<file path="config.mk">
export PLATFORM = sky130hd
export DESIGN_NAME = muldiv_sequencer
export DESIGN_NICKNAME = d
export VERILOG_FILES = /design/src/rtl/mdu_pkg.sv /design/src/rtl/mdu_latency_counter.sv /design/src/rtl/muldiv_sequencer.sv
export SDC_FILE = /design/constraint.sdc
export NUM_CORES = 1
export LEC_CHECK = 0
export BUFFER_PORTS_ARGS = -buffer_cell sky130_fd_sc_hd__buf_4
export CAP_MARGIN = 40
export CORE_MARGIN = 10
export CORE_UTILIZATION = 45
export DETAILED_ROUTE_END_ITERATION = 10
export PLACE_DENSITY = 0.67
export REMOVE_ABC_BUFFERS = 1
export SLEW_MARGIN = 20
export SYNTH_ARGS = -nofsm -noshare
export SYNTH_HDL_FRONTEND = slang
export SYNTH_SLANG_ARGS = --single-unit
</file>
<file path="constraint.sdc">
create_clock -name clk -period 1.95 [get_ports clk]
set_input_delay 0.0975 -clock clk [delete_from_list [all_inputs] [get_ports clk]]
set_output_delay 0.0975 -clock clk [all_outputs]
set_load 0.1 [all_outputs]
</file>
<file path="src/rtl/mdu_pkg.sv">
// Shared definitions for the multiply/divide sequencer.
package mdu_pkg;

  typedef enum logic [2:0] {
    IDLE,
    START,
    RUN,
    COMMIT,
    DIVZ
  } mdu_state_e;

  localparam logic MDU_OP_MULT = 1'b0;
  localparam logic MDU_OP_DIV  = 1'b1;

  localparam int unsigned MDU_MULT_CYCLES_DEF = 33;
  localparam int unsigned MDU_DIV_CYCLES_DEF  = 33;
  localparam int unsigned MDU_CNT_W_DEF       = 6;

endpackage

</file>
<file path="src/rtl/mdu_latency_counter.sv">
// Loadable down-counter that tracks the remaining engine latency.
module mdu_latency_counter #(
  parameter int unsigned CNT_W = 6
) (
  input  logic             clk,
  input  logic             reset,
  input  logic             load,
  input  logic [CNT_W-1:0] load_val,
  input  logic             dec,
  output logic             cnt_is_one
);

  logic [CNT_W-1:0] cnt_q;

  // Load takes priority; decrement saturates at zero so the count never wraps.
  always_ff @(posedge clk) begin
    if (reset) begin
      cnt_q <= '0;
    end else if (load) begin
      cnt_q <= load_val;
    end else if (dec && (cnt_q != '0)) begin
      cnt_q <= cnt_q - 1'b1;
    end
  end

  assign cnt_is_one = (cnt_q == CNT_W'(1));

endmodule

</file>
<file path="src/rtl/muldiv_sequencer.sv">
// Sequences Mult/Div start pulses, latency wait, and HI/LO commit.
module muldiv_sequencer
  import mdu_pkg::*;
#(
  parameter int unsigned MULT_CYCLES = MDU_MULT_CYCLES_DEF,
  parameter int unsigned DIV_CYCLES  = MDU_DIV_CYCLES_DEF,
  parameter int unsigned CNT_W       = MDU_CNT_W_DEF
) (
  input  logic clk,
  input  logic reset,
  input  logic req,
  input  logic req_div,
  input  logic divisor_zero,
  input  logic abort,
  output logic mult_start,
  output logic div_start,
  output logic hilo_sel,
  output logic hi_write,
  output logic lo_write,
  output logic busy,
  output logic done,
  output logic div_zero
);

  localparam logic [CNT_W-1:0] MULT_LOAD = CNT_W'(MULT_CYCLES - 1);
  localparam logic [CNT_W-1:0] DIV_LOAD  = CNT_W'(DIV_CYCLES - 1);

  mdu_state_e state_q, state_d;
  logic       op_div_q, op_div_d;
  logic       cnt_load, cnt_dec, cnt_is_one;

  mdu_latency_counter #(
    .CNT_W(CNT_W)
  ) u_cnt (
    .clk       (clk),
    .reset     (reset),
    .load      (cnt_load),
    .load_val  ((op_div_q == MDU_OP_DIV) ? DIV_LOAD : MULT_LOAD),
    .dec       (cnt_dec),
    .cnt_is_one(cnt_is_one)
  );

  // State and operation-type registers.
  always_ff @(posedge clk) begin
    if (reset) begin
      state_q  <= IDLE;
      op_div_q <= MDU_OP_MULT;
    end else begin
      state_q  <= state_d;
      op_div_q <= op_div_d;
    end
  end

  // Next-state and Moore output decode; abort only masks the commit strobes.
  always_comb begin
    state_d    = state_q;
    op_div_d   = op_div_q;
    cnt_load   = 1'b0;
    cnt_dec    = 1'b0;
    mult_start = 1'b0;
    div_start  = 1'b0;
    hi_write   = 1'b0;
    lo_write   = 1'b0;
    done       = 1'b0;
    div_zero   = 1'b0;
    busy       = (state_q != IDLE);
    hilo_sel   = op_div_q;

    unique case (state_q)
      IDLE: begin
        if (req && !abort) begin
          op_div_d = req_div;
          state_d  = (req_div && divisor_zero) ? DIVZ : START;
        end
      end
      START: begin
        mult_start = (op_div_q == MDU_OP_MULT);
        div_start  = (op_div_q == MDU_OP_DIV);
        cnt_load   = 1'b1;
        state_d    = abort ? IDLE : RUN;
      end
      RUN: begin
        cnt_dec = 1'b1;
        if (abort) begin
          state_d = IDLE;
        end else if (cnt_is_one) begin
          state_d = COMMIT;
        end
      end
      COMMIT: begin
        hi_write = !abort;
        lo_write = !abort;
        done     = !abort;
        state_d  = IDLE;
      end
      DIVZ: begin
        div_zero = 1'b1;
        state_d  = IDLE;
      end
      default: state_d = IDLE;
    endcase
  end

endmodule

</file>
=== Word level (Yosys, flattened, before mapping) ===
Cells that the tools add are included.
Widths: inputs -> output; s select.

* Muxes and demuxes: 14
* Bitwise operators: 1
* Reduce and logical (&&, ||, !) cells: 11
* Add/sub/neg operators: 1
* Eq/ne operators: 7

{| class="wikitable"
|+ Operators by type and width
! operator !! number
|-
| $mux 3 || 4
|-
| $mux 6 || 2
|-
| $pmux 3 s3 || 1
|-
| $eq 3x2->1 const B || 2
|-
| $eq 6x1->1 const B || 1
|-
| $mux 1 || 6
|-
| $reduce_bool 6->1 || 1
|-
| $sub 6x1->6 const B || 1
|-
| $reduce_and 2->1 || 2
|-
| $eq 3x1->1 const B || 1
|-
| $eq 3x3->1 const B || 1
|-
| $logic_and 1x1->1 || 3
|-
| $logic_not 3->1 || 1
|-
| $ne 3x3->1 const B || 1
|-
| $reduce_bool 3->1 || 1
|-
| $mux 2 || 1
|-
| $ne 2x2->1 const B || 1
|-
| $reduce_bool 2->1 || 1
|-
| $reduce_or 2->1 || 1
|-
| $logic_not 1->1 || 1
|-
| $not 1->1 || 1
|}

* Register bits after elaboration: 10

=== Depth between registers and ports, before layout ===
* Depth after elaboration: 5
* Depth in mapped cells: 5

=== Hierarchy ===
From an unflattened synthesis, not the netlist that was laid out.

* Cells, all modules: 78
* Area total of the unflattened synthesis: 671.9 um2

{| class="wikitable"
|+ By module, submodules not included
! module !! times used !! area an instance (um2) !! cells each
|-
| mdu_latency_counter || 1 || 412.9 || 49
|-
| muldiv_sequencer || 1 || 259.0 || 29
|}

=== Worst setup path after synthesis ===
OpenSTA, ideal clock, no wires.

* Path type: register -> output
* Start: reg state_q[1]
* End: out hi_write
* Stages on the path, launching flop included: 5
* Path buffers: 2
* Data required time: 1.852 ns
* Data arrival time: 3.166 ns
* Slack: -1.314 ns
* Cells stage by stage: dfxtp_1 buf_6 nand2_1 nor3_1 buf_4

* Longest elaborated chain between the ends: 2

{| class="wikitable"
|+ Ends and longest elaborated chain
! element !! line !! text
|-
| start, declared || muldiv_sequencer.sv:28 || <nowiki>mdu_state_e state_q, state_d;</nowiki>
|-
| start signal, assigned || muldiv_sequencer.sv:49 || <nowiki>state_q <= state_d;</nowiki>
|-
| $eq 3x2->1 || -- ||
|-
| $mux 1 || -- ||
|-
| end, declared || muldiv_sequencer.sv:18 || <nowiki>output logic hi_write,</nowiki>
|}

Every way passes these cells.

=== Worst setup path after layout ===
* Start: reg state_q[0]
* End: out mult_start

* Longest elaborated chain between the ends: 2

{| class="wikitable"
|+ Ends and longest elaborated chain
! element !! line !! text
|-
| $eq 3x1->1 || muldiv_sequencer.sv:69 || <nowiki>unique case (state_q)</nowiki>
|-
| $mux 1 || muldiv_sequencer.sv:69 ||
|-
| end, declared || muldiv_sequencer.sv:15 || <nowiki>output logic mult_start,</nowiki>
|}

Every way passes these cells.

==> flow_metrics.tcl <==
set metrics [dict create \
    clock_path_buffers 2 \
    ys_types 33 \
    rows 14 \
    hold_violations 0 \
    max_slew_margin_pct 71.5 \
    place_congestion 0.807 \
    cts_tree "built" \
    core_area_um2 1490 \
    vias_per_cell 5.47 \
    grt_pass1_wl_mm 2.29 \
    wl_per_cell_um 13.5 \
    grt_start_max_net_pins 13 \
    netlist_area_um2 694 \
    holdWs_ps 38.3 \
    fin_crit_sh_pct 88.0 \
    clk_pin_slew_ps 70 \
    mostFrequentLayoutCell "buf_4" \
    rsz0062_at_grt "no" \
    final_antenna_net_count 0 \
    grt_antenna_before_repair 0 \
    finalSetupTns_ps 0 \
    yosysSeqAreaShare_pct 28.8 \
    synth_area_leaders "dfxtp_1 (29%), mux2i_1 (7.2%), nand3_1 (5.8%)" \
    cts.sinks 10 \
    diodes 0 \
    worst_slack_ps 234 \
    nFillCells 145 \
    cts_root_buf "clkbuf_4" \
    powerDensity_nw_per_um2 556 \
    maxCapViolations 0 \
    final_nets 99 \
    drt_iter0_drc 10 \
    layout_common_cells "buf_4 (12), dfxtp_1 (10), nand3_1 (8), inv_1 (7), mux2i_1 (5)" \
    numCtsBuffers 3 \
    dpl_cell_area_um2 758 \
    dr.pass1.iters 4 \
    crit_fanout 12 \
    grt_usage_pct 8.37 \
    cp.arrival_ps 1620 \
    htree_levels 1 \
    yosysWarnings 0 \
    cpMaxStageDelayCell "or3b_4" \
    start_util_pct 46.6 \
    leakagePower_nw 0.336 \
    outcome "complete, no violations" \
    area_delta_synth_final_pct 14.8 \
    finClkSkew_ps 1.61 \
    dp_hpwl_mm 1.06 \
    ioPinCount 14 \
    die_w_um 59.3 \
    clock_latency_ps 270 \
    cp_top_family "simple AND/OR/NAND/NOR gates" \
    crit_type "flip-flop to output pin" \
    syn_inst 77 \
    syn_avg_cell_area_um2 9.02 \
    final_core_util_pct 53.5 \
    grt-ovfl-total 0 \
    portBuffers 13 \
    startpoint_type "flip-flop" \
    grt_pass1_vias 509 \
    cp.required_ps 1850 \
    min_period_ps 1720 \
    worst-slew-pin-transition_ps 425 \
    vdd_ir_drop_max_mv 0.238 \
    wirelength_mm 1.40 \
    crit_buf_inv 1 \
    vias 569 \
    yosysTopAreaCell "dfxtp_1" \
    drive_above_1_share_pct 27.3 \
    place_worst_setup_slack_ps 375 \
    drcViolationCount 0 \
    synth.top_cell.area_share_pct 28.8 \
    reg2reg_slack_ps 350 \
    postLayoutCellArea_um2 797 \
    yosys_register_bits 10 \
    worstSetupEndpointType "output pin" \
    setup_viol 0 \
    post-cts-setup-buffer-count 0 \
    die_area_um2 3510 \
    slowest_delay_ps 490 \
    die-height_um 59.3 \
    crit_chain "or3b_4, nor2_1, buf_4" \
    hold_path_class "input port to flip-flop" \
    slew_viol_final 0 \
    timing.fmax_ghz 0.583 \
]
[metal layers]
metal / wire, um / GRT usage, %
met4: 31 / 5.90
met5: 0 / 0
met3: 91 / 2.79
met2: 595 / 11.3
met1: 683 / 10.7
[per-stage QoR]
| stage | power [mW] | instances |
|---|---|---|
| after detailed placement | 0.300 | 100 |
| after floorplan | 0.277 | 71 |
| final | 0.444 | 104 |
| after global placement | 0.299 | 100 |
| after CTS | 0.446 | 104 |
| after global routing | 0.459 | 104 |
[worst paths after layout]
| kind | start | end | cells after the start |
|---|---|---|---|
| min reg2reg | u_cnt.cnt_q[1] | u_cnt.cnt_q[1] | 2 |
| max | state_q[0] | mult_start | 3 |
| min | reset | state_q[1] | 2 |
| max reg2reg | state_q[1] | u_cnt.cnt_q[4] | 3 |
[flip-flops by register name, summed over array words and instances, names as in the netlist]
name	flops
hilo_sel	1
u_cnt.cnt_q	6
state_q	3
[worst register-to-register path, delay by kind of cell (launching register included)]
kind	cells	cell delay (ps)
muxes	1	210
DFF	1	500
AOI/OAI and AO/OA	1	350
and+or+nand+nor	1	470
[Yosys cell counts]
cell and n:
a2111oi_4 1, buf_6 3, nor3b_1 1, a21o_1 1
or3_2 1, nand3_1 8, or3b_2 1, or2_2 1
nand3b_1 4, mux2i_1 5, a32oi_1 1, buf_2 1
nor4_4 1, a21oi_1 1, a211oi_1 2, or3_1 2
nor2_1 4, nand2_1 3, inv_1 7, nand2b_1 1
ha_1 3, a211o_1 1, xnor2_1 1, nor4b_1 1
o211ai_1 1, and2b_2 1, nor3_1 3, buf_4 2
nor4_1 2, or3b_4 1, a21o_2 1, a31oi_1 1
dfxtp_1 10
[what timing repair did]
action,in CTS,in global routing
resized for setup,0,2
hold buffers,1,0
setup endpoints to repair,0,2
endpoints found under the hold margin,1,0
[where the power goes]
group	switching (mW)	total, mW	internal (mW)
logic	0.0542	0.0828	0.0286
clock network	0.0747	0.146	0.0715
registers	0.00623	0.215	0.208
total	0.135	0.444	0.308
[cells by family after synthesis]
| kind of cell | after synthesis | synth area share (%) |
|---|---|---|
| AND/OR/NAND/NOR | 35 | 32.1 |
| adder cells (fa/ha/maj) | 3 | 5.41 |
| XOR/XNOR | 1 | 1.26 |
| flip-flops | 10 | 28.8 |
| AO/OA/AOI/OAI | 10 | 13.7 |
| buffers and inverters | 13 | 11.5 |
| multiplexers | 5 | 7.21 |
[final cells by class]
class                   instances  area (um^2)  area share (%)
repair buffers                 14          111            14.0
well taps                      16         20.0            2.51
clock buffers                   3         22.5            2.83
multi-input cells              54          417            52.3
inverters                       7         26.3            3.30
flip-flops and latches         10          200            25.1
No activity file was read; power rests on OpenSTA's default activity.
